**config.mk**
```make
export PLATFORM = sky130hd
export DESIGN_NAME = word_receiver
export DESIGN_NICKNAME = d
export VERILOG_FILES = /design/src/rtl/word_rx_pkg.sv /design/src/rtl/rx_hold_reg.sv /design/src/rtl/word_receiver.sv
export SDC_FILE = /design/constraint.sdc
export NUM_CORES = 1
export LEC_CHECK = 0
export CAP_MARGIN = 10
export CORE_MARGIN = 2
export CORE_UTILIZATION = 28
export CTS_CLUSTER_SIZE = 16
export DETAILED_ROUTE_END_ITERATION = 12
export PLACE_DENSITY = 0.52
export RECOVER_POWER = 100
export SYNTH_ARGS = -nofsm -noshare
export SYNTH_HDL_FRONTEND = slang
export SYNTH_SLANG_ARGS = --single-unit
```
**constraint.sdc**
```tcl
create_clock -name clk -period 1.58 [get_ports clk]
set_input_delay 0.237 -clock clk [delete_from_list [all_inputs] [get_ports clk]]
set_output_delay 0.237 -clock clk [all_outputs]
set_load 0.02 [all_outputs]
```
**src/rtl/word_rx_pkg.sv**
```systemverilog
// Shared types and helpers for the serial word receiver.
// Optional parity checking is selected by WORD_RECEIVER_PARITY_EN.
package word_rx_pkg;

    typedef enum logic {
        SHIFT  = 1'b0,
        PARITY = 1'b1
    } rx_state_t;

    localparam int DEFAULT_WIDTH = 32;

    // Callers zero-extend narrower words, which leaves the XOR unchanged.
    function automatic logic even_parity(input logic [63:0] word);
        return ^word;
    endfunction

endpackage

```
**src/rtl/rx_hold_reg.sv**
```systemverilog
// Single-entry valid/ready output buffer for word_receiver.
// Tracks drop (overrun) and the parity status of the buffered word.
module rx_hold_reg #(
    parameter int WIDTH = 32
) (
    input  logic             clk,
    input  logic             reset,
    input  logic             load,
    input  logic [WIDTH-1:0] word,
    input  logic             parity_in,
    input  logic             ready,
    output logic [WIDTH-1:0] out,
    output logic             valid,
    output logic             overrun,
    output logic             parity_err
);

    always_ff @(posedge clk) begin
        if (reset) begin
            out        <= '0;
            valid      <= 1'b0;
            overrun    <= 1'b0;
            parity_err <= 1'b0;
        end else if (load) begin
            // A full buffer being consumed this edge still accepts the new word.
            if (!valid || ready) begin
                out        <= word;
                valid      <= 1'b1;
                parity_err <= parity_in;
            end else begin
                overrun <= 1'b1;
            end
        end else if (valid && ready) begin
            valid <= 1'b0;
        end
    end

endmodule

```
**src/rtl/word_receiver.sv**
```systemverilog
// MSB-first serial-to-parallel receiver with a single-entry output buffer.
// Define WORD_RECEIVER_PARITY_EN to expect an even-parity bit after each word.
module word_receiver
    import word_rx_pkg::*;
#(
    parameter  int WIDTH = DEFAULT_WIDTH,
    localparam int CW    = $clog2(WIDTH + 1)
) (
    input  logic             clk,
    input  logic             reset,
    input  logic             enable,
    input  logic             in,
    input  logic             clear,
    input  logic             ready,
    output logic [WIDTH-1:0] out,
    output logic             valid,
    output logic             overrun,
    output logic [CW-1:0]    bit_count,
    output logic             parity_err
);

    rx_state_t        state, state_next;
    logic [WIDTH-1:0] shift_reg, shift_next, word_shifted, load_word;
    logic [CW-1:0]    count_next;
    logic             load, load_parity;

    assign word_shifted = {shift_reg[WIDTH-2:0], in};

    always_ff @(posedge clk) begin
        if (reset) begin
            state     <= SHIFT;
            shift_reg <= '0;
            bit_count <= '0;
        end else begin
            state     <= state_next;
            shift_reg <= shift_next;
            bit_count <= count_next;
        end
    end

    always_comb begin
        state_next  = state;
        shift_next  = shift_reg;
        count_next  = bit_count;
        load        = 1'b0;
        load_word   = word_shifted;
        load_parity = 1'b0;
        if (clear) begin
            state_next = SHIFT;
            shift_next = '0;
            count_next = '0;
        end else if (enable) begin
            case (state)
                SHIFT: begin
                    shift_next = word_shifted;
                    if (bit_count == CW'(WIDTH - 1)) begin
                        count_next = '0;
`ifdef WORD_RECEIVER_PARITY_EN
                        state_next = PARITY;
`else
                        load       = 1'b1;
`endif
                    end else begin
                        count_next = bit_count + CW'(1);
                    end
                end
`ifdef WORD_RECEIVER_PARITY_EN
                PARITY: begin
                    // The completed word waits in shift_reg for its parity bit.
                    load        = 1'b1;
                    load_word   = shift_reg;
                    load_parity = even_parity(64'(shift_reg)) ^ in;
                    state_next  = SHIFT;
                end
`endif
                default: state_next = SHIFT;
            endcase
        end
    end

    rx_hold_reg #(
        .WIDTH(WIDTH)
    ) u_hold (
        .clk       (clk),
        .reset     (reset),
        .load      (load),
        .word      (load_word),
        .parity_in (load_parity),
        .ready     (ready),
        .out       (out),
        .valid     (valid),
        .overrun   (overrun),
        .parity_err(parity_err)
    );

endmodule
```
# == Word level (Yosys, flattened, before mapping) ==
# Index checks and enable logic that the tools add are counted.
# op_classes
add_sub_neg,1
n_eq_ne,2
n_mux,7
bitwise,1
n_reduce_logical,8
# op_table
operator,count
6-bit by 1-bit adder with 6-bit output (second input constant),1
6-bit by 5-bit equality test with 1-bit output (second input constant),1
1-bit 2-to-1 mux,6
6-bit 2-to-1 mux,1
2-bit AND reduction,3
2-bit by 1-bit != test with 1-bit output (second input constant),1
2-bit nonzero test,1
2-bit OR reduction,1
1-bit logical AND,1
1-bit logical NOT,1
1-bit logical OR,1
1-bit inverter,1
# totals
regBits,71
in_bits,6
out_inout_bits,41
elab_cells,24

# == Longest topological paths before layout ==
# Gate-level depths: netlist of the first run.
# depth
depth_word,6
mapped_depth,6
ltp_nobuf,4

# == By module ==
# Synthesis of the first run repeated with hierarchy kept, for this count alone.
# unflattened
hier_cells,281
area_unflattened_um2,2944.1
# modules_own_cells
mod,instances,cells_per_inst,area_per_inst_um2,seq_area_each_um2
rx_hold_reg,1,151,1581.5,700.7
word_receiver,1,130,1362.6,740.7

# == Least setup slack after synthesis of the first run ==
# No wires, ideal clock.
# synth_timing
kind,reg-to-reg
from,reg bit_count[0]
to,reg u_hold.out[10]
setup_time_ns,0.072
arrival_time_ns,1.475
required_time_ns,1.508
path_slack_ns,0.034
stages_incl_launch_ff,7
n_path_buf,2
synth_period_minus_slack_ns,1.546
cell_sequence,dfxtp_1 > ha_1 > nand3_4 > nor3b_2 > buf_6 > buf_12 > mux2i_1
# synth_between
elab_chain_cells,5
# synth_rtl
item,line,source
start: declaration,word_receiver.sv:18,"output logic [CW-1:0] bit_count,"
start signal: assignment,word_receiver.sv:37,bit_count <= count_next;
6-bit by 5-bit equality test with 1-bit output,word_receiver.sv:56,if (bit_count == CW'(WIDTH - 1)) begin
1-bit 2-to-1 mux,word_receiver.sv:56,
1-bit 2-to-1 mux,word_receiver.sv:52,end else if (enable) begin
1-bit 2-to-1 mux,word_receiver.sv:48,if (clear) begin
2-bit AND reduction (no line),--,
end signal: assignment,rx_hold_reg.sv:27,out <= word;
end: declaration,rx_hold_reg.sv:12,"output logic [WIDTH-1:0] out,"
# No other way between the ends.
# A chain may end at the register's enable or synchronous reset.

# == Worst setup path after layout of the first run ==
# layout_timing
from,reg u_hold.overrun
to,out overrun
# layout_rtl
item,line,source
start: declaration,rx_hold_reg.sv:14,"output logic overrun,"
start signal: assignment,rx_hold_reg.sv:22,overrun <= 1'b0;
start signal: assignment,rx_hold_reg.sv:31,overrun <= 1'b1;
end: declaration,word_receiver.sv:17,"output logic overrun,"
# No word-level cell between the ends.

==> results.yml, run 1 <==
clock_tree:
  clock-sinks: 71
  clockBufferDepth: 2
  cts_buffers: 9
  clkLatencyLatePin_ns: 0.34
  cts_hold_buf: 0
  path_clk_slew_ns: 0.07
  root_buffer: "clkbuf_8"
  cts_max_level: 3
  cts_tree: "built"
power_and_ir_drop:
  vdd_ir_drop_max_mv: 0.402
  powerDensity_nw_per_um2: 973
  total_power_mw: 3.48
  p_leak_nw: 1.27
global_routing:
  grt-ovfl-total: 0
  antenna_found_initial: 0
  grt_pass1_wl_um: 9210
  grt_max_degree: 67
  grt_pass1_vias: 1931
  grt_util_all_layers_pct: 10.2
logic_synthesis:
  synth_top_area_share_pct: 48.7
  muxShareOfSynthArea_pct: 21.9
  synth_fa_ha_area_share_pct: 0.428
  syn_nets: 287
  synth_area_leaders: "dfxtp_1, mux2i_1, nand2b_1, nor2_1, buf_12"
  synth_compound_area_share_pct: 0.985
  synthCells: 280
  syn_avg_cell_area_um2: 10.4
  synth_simple_gate_area_share_pct: 21.7
  ys_types: 26
  ys_seq_area_share_pct: 48.7
  synth-xor-area-share_pct: 1.20
  synth_top_family_by_area: "multiplexers"
  yosysTopAreaCell: "dfxtp_1"
  synth.yosys.warnings: 0
  synth-seq-cells: 71
  netlist_area_um2: 2920
cells_and_area:
  num_antenna_cells: 0
  multiInputGateArea_um2: 1360
  regArea_um2: 1420
  mostFrequentLayoutCell: "dfxtp_1"
  drive_above_1_share_pct: 7.27
  area_delta_synth_final_pct: 22.4
  largest_reg_flops: 32
  final_nets: 333
  fillCellCount: 1070
  final_cell_mix: "dfxtp_1, mux2i_1, nand2b_1, nor2_1, clkbuf_1"
sta:
  slew_viol_final: 0
  finalHoldViolCount: 0
  hold_slack_ns: 0.272
  rsz0062_at_grt: "false"
  min_period_ns: 1.53
  maxSlewHeadroom_pct: 53.1
  finalSetupViolations: 0
  tightest_slew_ns: 0.703
  clock.fmax_mhz: 654
  min_period_over_period_pct: 96.8
  fin_worst_skew_ns: 0.0115
setup_path:
  reg2reg_to: "u_hold.out[20]"
  cp.required_ns: 1.34
  worstSetupStartpointType: "flop"
  cp-end-kind: "output port"
  slowest_stage: "clkdlybuf4s50_1"
  cpPeakStageDelay_ns: 0.61
  crit_arrival_ns: 1.29
  cp.depth: 1
  r2r_start: "bit_count[0]"
  path_delay_family: "buffers and inverters"
  r2r.worst_path.cells: 5
  cp_cell_sequence: "clkdlybuf4s50_1"
  reg2reg_setup_slack_ns: 0.14
  crit_type: "reg -> out"
  crit_path_max_fanout: 2
  crit_buf_inv: 1
detailed_routing:
  finalWirelength_um: 5410
  drtPass1Iterations: 6
  first_iter_violations: 45
  route.detailed.drc: 0
  final_antenna_net_count: 0
  viasPerCell: 4.14
  wl_per_cell_um: 11.6
  dr_total_vias: 1931
floorplanning:
  dieArea_um2: 11300
  rows: 37
  chipHeight_um: 106
  ios: 47
  die_width_um: 106
  initial_utilization_pct: 28.6
  fp.coreArea_um2: 10200
placement:
  dp_hpwl_um: 3310
  portBuffers: 45
  gp_congestion: 0.696
hold_path:
  hp-start: "reset"
  hold_depth: 4
  hold_path_class: "in -> reg"
  whs_endpoint: "bit_count[5]"
run:
  drv_cap: 0
outcome:
  status: "complete, no violations"
## layout make-up
| class | count | area share [%] |
|---|---|---|
| sequential | 71 | 39.7 |
| multi-input combinational | 189 | 37.9 |
| timing repair buffer | 55 | 11.8 |
| tap | 136 | 4.76 |
| clock buffer | 9 | 3.46 |
| clock inverter | 6 | 2.41 |
## Yosys cell counts
master,count
nand3_4,1
buf_2,2
and3_1,1
xor2_1,3
o31ai_1,1
nor3b_2,1
dfxtp_1,71
buf_12,3
o21ai_0,1
conb_1,1
a31oi_1,1
or2_1,1
xnor2_1,1
buf_4,3
nand4_1,2
and4bb_1,1
or3_1,1
nand2b_1,64
nor2_1,39
mux2i_1,64
a21oi_1,2
clkbuf_1,11
nor2b_1,1
ha_1,1
buf_6,1
nand2_1,2
## routing by layer
layer / track usage [%] / vias up / part of all wire (%)
li1: - / 1006 / -
met1: 12.6 / 888 / 49
met2: 15.7 / 28 / 44
met3: 3.99 / 9 / 5.1
met4: 4.79 / 0 / 1.5
met5: 0 / - / 0
## power by group
part	leakage (nW)	switching, mW	internal, mW
sequential	0.572	0.00166	1.79
clock	0.105	0.674	0.877
combinational	0.593	0.0707	0.0650
## worst max-delay path by stage
stage | startpoint | endpoint
after detailed placement | clear | u_hold.out[19]
after floorplan | bit_count[0] | u_hold.out[10]
final | u_hold.overrun | overrun
after CTS | u_hold.out[0] | out[0]
after global placement | clear | u_hold.out[13]
after global routing | u_hold.overrun | overrun
## what timing repair did
item / in CTS / in global routing
setup buffers: 0 / 0
cloned: 0 / 0
resized for setup: 9 / 16
endpoints found under the setup margin: 9 / 16
## per-stage QoR
stage / worst slack, ns / utilization, % / setup TNS (ns) / area (um^2) / cells
after floorplan: 0.0339 / - / 0 / 2920 / 280
after global placement: -0.200 / 34.4 / -5.86 / 3520 / 451
after detailed placement: -0.226 / 34.4 / -6.56 / 3520 / 451
after CTS: 0.00617 / 36.3 / 0 / 3720 / 466
after global routing: 0.000101 / 35.0 / 0 / 3580 / 466
final: 0.0508 / 35.0 / 0 / 3580 / 466
## cell families after synthesis
group	Yosys count
xor+xnor	4
simple gates	114
buf+inv	20
compound gates	5
fa+ha+maj	1
flops	71
other cells	1
mux	64
No activity file was read; power rests on OpenSTA's default activity.
==> inputs of run 2 (changes only) <==
--- a/config.mk
+++ b/config.mk
@@ -8,10 +8,10 @@
 export CAP_MARGIN = 10
 export CORE_MARGIN = 2
 export CORE_UTILIZATION = 28
-export CTS_CLUSTER_SIZE = 16
 export DETAILED_ROUTE_END_ITERATION = 12
 export PLACE_DENSITY = 0.52
 export RECOVER_POWER = 100
 export SYNTH_ARGS = -nofsm -noshare
 export SYNTH_HDL_FRONTEND = slang
 export SYNTH_SLANG_ARGS = --single-unit
+export TNS_END_PERCENT = 30
==> results of run 2 <==
Final layout, timing and power as in run 1 (identical DEF).
